==> src/rtl/pipe_stage_reg_if.sv <==
// Valid/ready stream bundle used on both sides of a pipeline stage register.
// Ports (signals):
//   valid  producer -> consumer  entry valid
//   ready  consumer -> producer  consumer accepts the entry this cycle
//   data   producer -> consumer  payload, DATA_W bits
//   ctrl   producer -> consumer  control bits, CTRL_W bits
// Modports: master drives valid/data/ctrl, slave drives ready.
interface pipe_stage_reg_if #(
  parameter int DATA_W = 32,
  parameter int CTRL_W = 3
);
  logic              valid;
  logic              ready;
  logic [DATA_W-1:0] data;
  logic [CTRL_W-1:0] ctrl;

  modport master (output valid, output data, output ctrl, input ready);
  modport slave  (input valid, input data, input ctrl, output ready);
endinterface

==> src/rtl/pipe_stage_reg.sv <==
// Pipeline stage register with valid/ready handshake, optional 2-entry skid
// buffer, synchronous flush, control-bit bubble squashing and a saturating
// back-pressure (stall) counter.
// Ports:
//   clk        clock, rising edge
//   rst        asynchronous active-low reset
//   flush      synchronous kill of all held entries
//   clr_cnt    synchronous clear of stall_cnt
//   in_if      upstream stream (slave): valid/data/ctrl in, ready out
//   out_if     downstream stream (master): valid/data/ctrl out, ready in
//   level      occupancy 0, 1 or 2
//   stall_cnt  cycles with out valid and not ready, saturating
//
// state   | meaning
// --------+-------------------------------------------------
// S_EMPTY | nothing held, accepting
// S_FULL  | main register holds the head entry, accepting
// S_SKID  | main and skid registers both hold entries, stalling upstream
module pipe_stage_reg #(
  parameter int DATA_W = 32,
  parameter int CTRL_W = 3,
  parameter int SKID   = 1,
  parameter int CNT_W  = 16
) (
  input  logic              clk,
  input  logic              rst,
  input  logic              flush,
  input  logic              clr_cnt,
  pipe_stage_reg_if.slave   in_if,
  pipe_stage_reg_if.master  out_if,
  output logic [1:0]        level,
  output logic [CNT_W-1:0]  stall_cnt
);

  typedef enum logic [1:0] {
    S_EMPTY = 2'd0,
    S_FULL  = 2'd1,
    S_SKID  = 2'd2
  } state_t;

  localparam logic [CNT_W-1:0] CNT_MAX = '1;

  state_t            state, state_d;
  logic              alive;
  logic [DATA_W-1:0] main_data, skid_data;
  logic [CTRL_W-1:0] main_ctrl, skid_ctrl;
  logic              in_ready_i, out_valid_i;
  logic              in_fire, out_fire;
  logic              load_main_in, load_main_skid, load_skid;

  assign out_valid_i = (state != S_EMPTY);

  // alive keeps in_ready low during reset and for the rest of that cycle.
  if (SKID != 0) begin : g_skid
    assign in_ready_i = alive & (state != S_SKID);
  end else begin : g_noskid
    assign in_ready_i = alive & (~out_valid_i | out_if.ready);
  end

  assign in_fire  = in_if.valid & in_ready_i;
  assign out_fire = out_valid_i & out_if.ready;

  assign in_if.ready  = in_ready_i;
  assign out_if.valid = out_valid_i;
  assign out_if.data  = main_data;
  assign out_if.ctrl  = main_ctrl & {CTRL_W{out_valid_i}};
  assign level        = state;

  always_comb begin
    state_d        = state;
    load_main_in   = 1'b0;
    load_main_skid = 1'b0;
    load_skid      = 1'b0;
    if (flush) begin
      state_d = S_EMPTY;
    end else begin
      case (state)
        S_EMPTY: begin
          if (in_fire) begin
            state_d      = S_FULL;
            load_main_in = 1'b1;
          end
        end
        S_FULL: begin
          if (in_fire && out_fire) begin
            load_main_in = 1'b1;
          end else if (in_fire) begin
            // Without a skid buffer in_ready already excludes this case.
            if (SKID != 0) begin
              state_d   = S_SKID;
              load_skid = 1'b1;
            end
          end else if (out_fire) begin
            state_d = S_EMPTY;
          end
        end
        S_SKID: begin
          if (out_fire) begin
            state_d        = S_FULL;
            load_main_skid = 1'b1;
          end
        end
        default: state_d = S_EMPTY;
      endcase
    end
  end

  always_ff @(posedge clk or negedge rst) begin
    if (!rst) begin
      state <= S_EMPTY;
      alive <= 1'b0;
    end else begin
      state <= state_d;
      alive <= 1'b1;
    end
  end

  // Data may go stale on flush; only ctrl has to be scrubbed.
  always_ff @(posedge clk or negedge rst) begin
    if (!rst) begin
      main_data <= '0;
      main_ctrl <= '0;
      skid_data <= '0;
      skid_ctrl <= '0;
    end else if (flush) begin
      main_ctrl <= '0;
      skid_ctrl <= '0;
    end else begin
      if (load_main_in) begin
        main_data <= in_if.data;
        main_ctrl <= in_if.ctrl;
      end else if (load_main_skid) begin
        main_data <= skid_data;
        main_ctrl <= skid_ctrl;
      end
      if (load_skid) begin
        skid_data <= in_if.data;
        skid_ctrl <= in_if.ctrl;
      end
    end
  end

  always_ff @(posedge clk or negedge rst) begin
    if (!rst) begin
      stall_cnt <= '0;
    end else if (clr_cnt) begin
      stall_cnt <= '0;
    end else if (out_valid_i && !out_if.ready && stall_cnt != CNT_MAX) begin
      stall_cnt <= stall_cnt + 1'b1;
    end
  end

endmodule
==> src/flat_wrapper.sv <==
// flat-port wrapper written by rule: the top's interface ports become plain ports
module pipe_stage_reg_flat 
#(
  parameter int DATA_W = 32,
  parameter int CTRL_W = 3,
  parameter int SKID   = 1,
  parameter int CNT_W  = 16
)
  (clk, rst, flush, clr_cnt, level, stall_cnt, in_if_valid, in_if_data, in_if_ctrl, in_if_ready, out_if_valid, out_if_data, out_if_ctrl, out_if_ready);
  pipe_stage_reg_if #(.DATA_W(DATA_W), .CTRL_W(CTRL_W)) in_if_i ();
  pipe_stage_reg_if #(.DATA_W(DATA_W), .CTRL_W(CTRL_W)) out_if_i ();
  input  logic clk;
  input  logic rst;
  input  logic flush;
  input  logic clr_cnt;
  output logic [1:0] level;
  output logic [CNT_W-1:0] stall_cnt;
  input wire logic [$bits(in_if_i.valid)-1:0] in_if_valid;
  input wire logic [$bits(in_if_i.data)-1:0] in_if_data;
  input wire logic [$bits(in_if_i.ctrl)-1:0] in_if_ctrl;
  output wire logic [$bits(in_if_i.ready)-1:0] in_if_ready;
  output wire logic [$bits(out_if_i.valid)-1:0] out_if_valid;
  output wire logic [$bits(out_if_i.data)-1:0] out_if_data;
  output wire logic [$bits(out_if_i.ctrl)-1:0] out_if_ctrl;
  input wire logic [$bits(out_if_i.ready)-1:0] out_if_ready;
  assign in_if_i.valid = in_if_valid;
  assign in_if_i.data = in_if_data;
  assign in_if_i.ctrl = in_if_ctrl;
  assign in_if_ready = in_if_i.ready;
  assign out_if_valid = out_if_i.valid;
  assign out_if_data = out_if_i.data;
  assign out_if_ctrl = out_if_i.ctrl;
  assign out_if_i.ready = out_if_ready;
  pipe_stage_reg #(.DATA_W(DATA_W), .CTRL_W(CTRL_W), .SKID(SKID), .CNT_W(CNT_W)) u_core (.clk(clk), .rst(rst), .flush(flush), .clr_cnt(clr_cnt), .in_if(in_if_i), .out_if(out_if_i), .level(level), .stall_cnt(stall_cnt));
endmodule
==> config.mk <==
export PLATFORM = sky130hd
export DESIGN_NAME = pipe_stage_reg_flat
export DESIGN_NICKNAME = d
export VERILOG_FILES = /design/src/rtl/pipe_stage_reg_if.sv /design/src/rtl/pipe_stage_reg.sv /design/src/flat_wrapper.sv
export SDC_FILE = /design/constraint.sdc
export NUM_CORES = 1
export LEC_CHECK = 0
export BUFFER_PORTS_ARGS = -buffer_cell sky130_fd_sc_hd__buf_4
export CAP_MARGIN = 25
export CORE_ASPECT_RATIO = 0.6
export CORE_UTILIZATION = 50
export DETAILED_ROUTE_END_ITERATION = 10
export PLACE_DENSITY = 0.71
export SLEW_MARGIN = 20
export SYNTH_ARGS = -nofsm -noshare
export SYNTH_HDL_FRONTEND = slang
export SYNTH_SLANG_ARGS = --single-unit
==> constraint.sdc <==
create_clock -name clk -period 4.4 [get_ports clk]
set_input_delay 0.44 -clock clk [delete_from_list [all_inputs] [get_ports clk]]
set_output_delay 0.44 -clock clk [all_outputs]
set_load 0.01 [all_outputs]
==> summary.txt, run 1 <==
Run status
  – Status: finished clean

Global route
  – First-pass GRT wire length: between 15000 and 20000 µm
  – Tot GR Track Use: 0.230
  – Number of global-route vias before repair: 3062
  – Largest net degree at the start of global routing: 57
  – Initial antenna violation count: 0
  – Grt total ovfl: 0

Clock tree
  – Worst-path clk slew: 0.06 ns
  – Num CTS Buffers: 9
  – CTS max path bufs: 2
  – Post-CTS setup buffers: 0
  – Post-CTS resize count: 0
  – TritonCTS clock tree: built
  – Skew-Pair Late Insertion Delay: 0.34 ns
  – Clock tree root driver cell: clkbuf_16
  – CTS Sinks: 89
  – Cts hold-fix bufs: 0
  – Max H-tree Level: 3

Worst setup path
  – Worst EP required: 4.59 ns
  – CP max FO: 22
  – R2R Path Start: u_core.level[1]
  – Reg2Reg Setup Slack: approximately 2.2 ns
  – RR Endpoint: u_core.out_if.data[10]
  – Setup Crit Path Kind: register to register
  – Critical Path Sink Type: register
  – Register-to-Register Path Depth: 5
  – Critical Path Source Type: register
  – Arrival time worst endpoint: 2.43 ns

Route
  – Drt wl/cell: 16.5 µm
  – Vias per cell: 5.66
  – Initial DRC count: 227
  – Routed Antenna Nets: 0
  – DR vias: 3198
  – Drt drc: 0
  – WL final: 9310 µm
  – Drt pass-1 iters: 6

Floorplanning
  – Die X-Extent: ~120 µm
  – Total core area: a little under 0.008 mm²
  – Die Ht: approximately 72 µm
  – I/O pin cnt: 96
  – Initial core utilization: 0.521
  – Die area: 0.00862 mm²
  – Cell Rows: 25

Timing
  – Minimum clock period: 2.23 ns
  – Final Slew Violations: 0
  – Clk_skew: 0.00665 ns
  – Final WS setup: 2.17 ns
  – Fmax: 448 MHz
  – Relative slew slack: 0.416
  – Final period util: 0.508
  – Unrepaired setup endpoints after global routing: false
  – Setup TNS: 0 ns
  – Final setup fails: 0
  – Hold Slack: 0.149 ns
  – Worst-Margin Slew: 0.869 ns
  – Hold Vio Cnt, Final: 0

Pwr
  – Power, Total: between 2 and 2.5 mW
  – PD cells: 412 mW/mm²
  – Pleak: 2.34 nW
  – Max VDD drop: 223 µV

Placement
  – DP Area: 0.00492 mm²
  – Placement Setup Slack: 1.98 ns
  – Half-perimeter wire length after placement: 6360 µm
  – Routability cong.: between 0.7 and 0.8
  – IO Port Bufs: 95

Synthesis
  – Top_reg_cell synth: dfrtp_1
  – FF+latch count, synth: approximately 90
  – Syn Area/Cell: around 11 µm²
  – Post-synth EDFFs: 0
  – Seq/Total Area, Yosys: 0.541
  – Area contributors post-synth: dfrtp_1, mux2i_1, mux2_2
  – Synth unique cells: 46
  – Syn Std Cell Area: ~0.0041 mm²
  – Yosys Warn Count: 0
  – Async set-reset flop share out of synthesis: 1.00
  – Area leader, netlist: dfrtp_1
  – Yosys top cell area share: 0.541
  – Synth Instances: 362
  – Syn Nets: 404

Final layout
  – Area delta synth->final: 26.4%
  – Final net count: 494
  – Post-route cell area: around 0.0052 mm²
  – Ant diodes: 0
  – Share of cells above drive strength 1: 0.346

Min path
  – Worst Hold Class: primary input to async pin

Flow run
  – Max-cap violations: 0
-- where the power goes --
part	total (mW)	internal (mW)	switching, mW
sequential	1.02	0.946	0.0742
combinational	0.389	0.207	0.182
clock	0.736	0.437	0.300
-- flip-flops by register name (all words and copies together) (netlist names) --
register / flops
u_core.out_if.data: 32
u_core.skid_data: 32
u_core.stall_cnt: 16
u_core.main_ctrl: 3
u_core.skid_ctrl: 3
u_core.level: 2
u_core.alive: 1
-- cell usage after synthesis (5+ instances only) --
master and instances:
a21oi_1 15, buf_2 7, clkbuf_1 12, dfrtp_1 89, inv_1 6, mux2_2 31
mux2i_1 38, nand2_1 5, nor2_1 15, nor2b_1 7, nor3_1 5, nor4_1 5
o21ai_0 67, or4_1 7
-- worst max-delay path, stage by stage (launching register included) --
cell and delay [ns]:
dfrtp_1 0.47, nand3b_1 0.31, nor2_4 0.50, buf_4 0.47, mux2i_1 0.24, o21ai_0 0.10
-- area by class of cell --
type                            instances  area, µm²
Clock buffer                           10        229
Clock inverter                          6       58.8
Fill cell                             641       2710
Inverter                                6       22.5
Multi-Input combinational cell        246       1790
Sequential cell                        89       2230
Tap cell                              108        135
Timing Repair Buffer                  100        751
-- cells by family (layout without fill, tap and decap cells) --
kind of cell / count (synthesis) / count (layout) / synth area share
mux: 72 / 72 / 0.185
compound gates: 103 / 103 / 0.141
other cells: 1 / 1 / 0.000910
simple gates: 69 / 69 / 0.0993
buf+inv: 27 / 122 / 0.0301
flops: 89 / 89 / 0.541
fa+ha+maj: 1 / 1 / 0.00304
-- layout by cell type (no fill, tap or decap), types with 2 or more instances in the layout --
cell       count
buf_4        100
dfrtp_1       89
o21ai_0       67
mux2i_1       38
mux2_2        31
nor2_1        15
a21oi_1       15
clkbuf_16      9
nor2b_1        7
or4_1          7
inv_1          6
nand2_1        5
nor4_1         5
nor3_1         4
nand3_1        4
o31ai_1        4
clkinv_2       4
nand4_1        3
o41ai_1        3
or3_1          3
mux2_1         3
o21ai_1        3
a211oi_1       3
nand3b_1       2
and4_1         2
-- per-layer routing --
| metal | wire [µm] | track usage | vias up |
|---|---|---|---|
| li1 | - | - | 1516 |
| met1 | 4630 | 0.339 | 1596 |
| met2 | 4140 | 0.337 | 77 |
| met3 | 473 | 0.0590 | 9 |
| met4 | 59 | 0.0661 | 0 |
| met5 | 0 | 0 | - |
-- through the flow --
stage               cells  utilization
global route          565        0.658
global placement      549        0.622
CTS                   565        0.658
floorplan             362            -
finish                565        0.658
detailed placement    549        0.622
-- how the worst max path moves through the flow --
stage	from	end	slack, ns	cells after the start
2_1_floorplan	u_core.stall_cnt[3]	u_core.stall_cnt[9]	2.46	5
3_3_place_gp	u_core.level[1]	u_core.out_if.data[5]	2.14	4
3_5_place_dp	u_core.level[1]	u_core.out_if.data[12]	1.98	4
4_1_cts	u_core.level[1]	u_core.out_if.data[1]	1.98	4
5_1_grt	u_core.level[1]	u_core.out_if.data[16]	1.96	5
6_report	u_core.level[1]	u_core.out_if.data[10]	2.17	5
Note: power is estimated with default switching activity, not from simulation.
==> inputs of run 2 (changes only) <==
==> constraint.sdc (replaced) <==
create_clock -name clk -period 2.23 [get_ports clk]
set_input_delay 0.223 -clock clk [delete_from_list [all_inputs] [get_ports clk]]
set_output_delay 0.223 -clock clk [all_outputs]
set_load 0.01 [all_outputs]
==> summary.txt, run 2 (synthesis gave the netlist of run 1 again) <==
Final layout
  – Most common cell after layout, fill and taps aside: buf_4
  – Most frequent cells in the layout: buf_4, dfrtp_1, o21ai_0
  – Area delta synth->final: 29.4%
  – Final net count: 504 (+2.0%)
  – Ant diodes: 0 (unchanged)
  – Share of cells above drive strength 1: 0.356 (+0.0105)
  – Post-route cell area: 0.00533 mm² (+2.3%)

Pwr
  – Pleak: 2.41 nW (+2.8%)
  – Int Power: 3.26 mW (+100%)
  – Max VDD drop: 539 µV (+140%)
  – Switch Pwr: 1.10 mW (+99%)
  – Sequential share of power: 0.459 (-0.017)
  – Combinational power share: 0.180 (about the same)
  – Clk network pwr share: 0.360 (+0.017)
  – PD cells: 819 mW/mm² (+99%)
  – Switching Fraction: 0.253 (-0.00601)

Clock tree
  – Post-CTS setup buffers: 0 (unchanged)
  – Post-CTS resize count: 0 (unchanged)
  – Cts hold-fix bufs: 1 (+1)
  – Max H-tree Level: 3 (unchanged)
  – CTS max path bufs: 2 (unchanged)
  – Skew-Pair Late Insertion Delay: 0.33 ns (about the same)
  – Clock tree root driver cell: clkbuf_16
  – Worst-path clk slew: 0.06 ns (about the same)
  – CTS Sinks: 89 (unchanged)
  – Num CTS Buffers: 9 (unchanged)
  – TritonCTS clock tree: built

Floorplanning
  – Die area: 0.00862 mm² (unchanged)
  – Cell Rows: 25 (unchanged)
  – Total core area: 0.00791 mm² (unchanged)
  – Die Ht: 72.3 µm (unchanged)
  – Initial core utilization: 0.521 (unchanged)
  – I/O pin cnt: 96 (unchanged)
  – Die X-Extent: 119 µm (unchanged)

Flow run
  – Max-cap violations: 0 (unchanged)

Timing
  – Hold Vio Cnt, Final: 0 (unchanged)
  – Final setup fails: 0 (unchanged)
  – Relative slew slack: 0.559 (+0.143)
  – Final Slew Violations: 0 (unchanged)
  – Setup TNS: 0 ns (unchanged)
  – Worst-Margin Slew: 0.658 ns (-0.211 ns)
  – Final period util: 0.934 (+0.426)
  – Unrepaired setup endpoints after global routing: false
  – Clk_skew: 0.00493 ns (-0.00173 ns)
  – Hold Slack: 0.0855 ns (-0.0630 ns)
  – Minimum clock period: 2.08 ns (-0.151 ns)
  – Fmax: 480 MHz (+7.2%)
  – Final WS setup: 0.147 ns (-2.02 ns)

Worst setup path
  – Crit. Startpoint: u_core.stall_cnt[3]
  – Arrival time worst endpoint: 2.34 ns (-0.09 ns)
  – Critical Path Sink Type: register
  – Setup Crit Path Kind: register to register
  – CP max FO: 8 (-64%)
  – Critical Path Source Type: register
  – Worst EP required: 2.49 ns (-2.10 ns)
  – R2R Path Start: u_core.stall_cnt[3]

Route
  – Drt wl/cell: 16.8 µm (+1.9%)
  – DR vias: 3248 (+1.6%)
  – Drt pass-1 iters: 4 (-2)
  – Drt drc: 0 (unchanged)
  – Routed Antenna Nets: 0 (unchanged)
  – WL final: 9640 µm (+3.5%)
  – Initial DRC count: 196 (-14%)
  – Vias per cell: 5.66 (about the same)

Global route
  – Number of global-route vias before repair: 3131 (+2.3%)
  – Tot GR Track Use: 0.236 (+0.00604)
  – Initial antenna violation count: 0 (unchanged)
  – Grt total ovfl: 0 (unchanged)
  – Largest net degree at the start of global routing: 48 (-16%)
  – First-pass GRT wire length: 15500 µm (+1.6%)

Placement
  – Routability cong.: 0.836 (+7.8%)
  – Half-perimeter wire length after placement: 6580 µm (+3.4%)
  – IO Port Bufs: 95 (unchanged)
  – DP Area: 0.00501 mm² (+1.9%)
  – Placement Setup Slack: 0.188 ns (-1.79 ns)

Min path
  – Startpoint of the worst hold path: out_if_ready
  – Worst Hold Class: primary input to register

Run status
  – Status: finished clean
## run 2: critical path, cell delays in order, from the launching register on
cell     delay (ns)
dfrtp_1        0.46
nand4_2        0.20
or4_1          0.68
or4_1          0.52
a21oi_1        0.15
## run 2: final cells by class
| cell class | instances | area (µm²) |
|---|---|---|
| multi-input cells | 246 | 1780 |
| fillers | 633 | 2580 |
| clock buffers | 9 | 225 |
| flip-flops and latches | 89 | 2230 |
| well taps | 108 | 135 |
| inverters | 6 | 22.5 |
| repair buffers | 110 | 853 |
| clock inverters | 6 | 83.8 |
## run 2: stage by stage
stage	total power [mW]	instances	utilization
after floorplan	2.39	362	-
after global placement	2.79	558	0.633
after detailed placement	2.82	558	0.633
after CTS	4.41	574	0.674
after global routing	4.57	574	0.674
final	4.36	574	0.674
## run 2: final timing paths
check | endpoint | slack [ns] | cells after the start
hold / removal | u_core.level[1] | 0.09 | 2
min in group asynchronous | u_core.skid_data[28] | 0.43 | 2
setup reg to reg | u_core.stall_cnt[9] | 0.15 | 4
hold reg to reg | u_core.skid_data[4] | 0.49 | 1
setup / recovery | u_core.stall_cnt[9] | 0.15 | 4
max in group asynchronous | u_core.out_if.data[19] | 1.13 | 3
## run 2: routing by layer
| metal | vias up | wire [µm] | GRT usage |
|---|---|---|---|
| met5 | - | 0 | 0 |
| met4 | 0 | 129 | 0.0703 |
| met3 | 13 | 653 | 0.0802 |
| met2 | 103 | 4280 | 0.357 |
| met1 | 1596 | 4580 | 0.324 |
| li1 | 1536 | - | - |
## run 2: power groups by stage
stage          Clock, mW  Sequential, mW  Combinational (mW)
2_1_floorplan          0            2.07               0.324
6_report            1.57            2.00               0.786
5_1_grt             1.67            2.03               0.873
4_1_cts             1.61            2.00               0.800
3_3_place_gp           0            2.02               0.772
3_5_place_dp           0            2.03               0.797
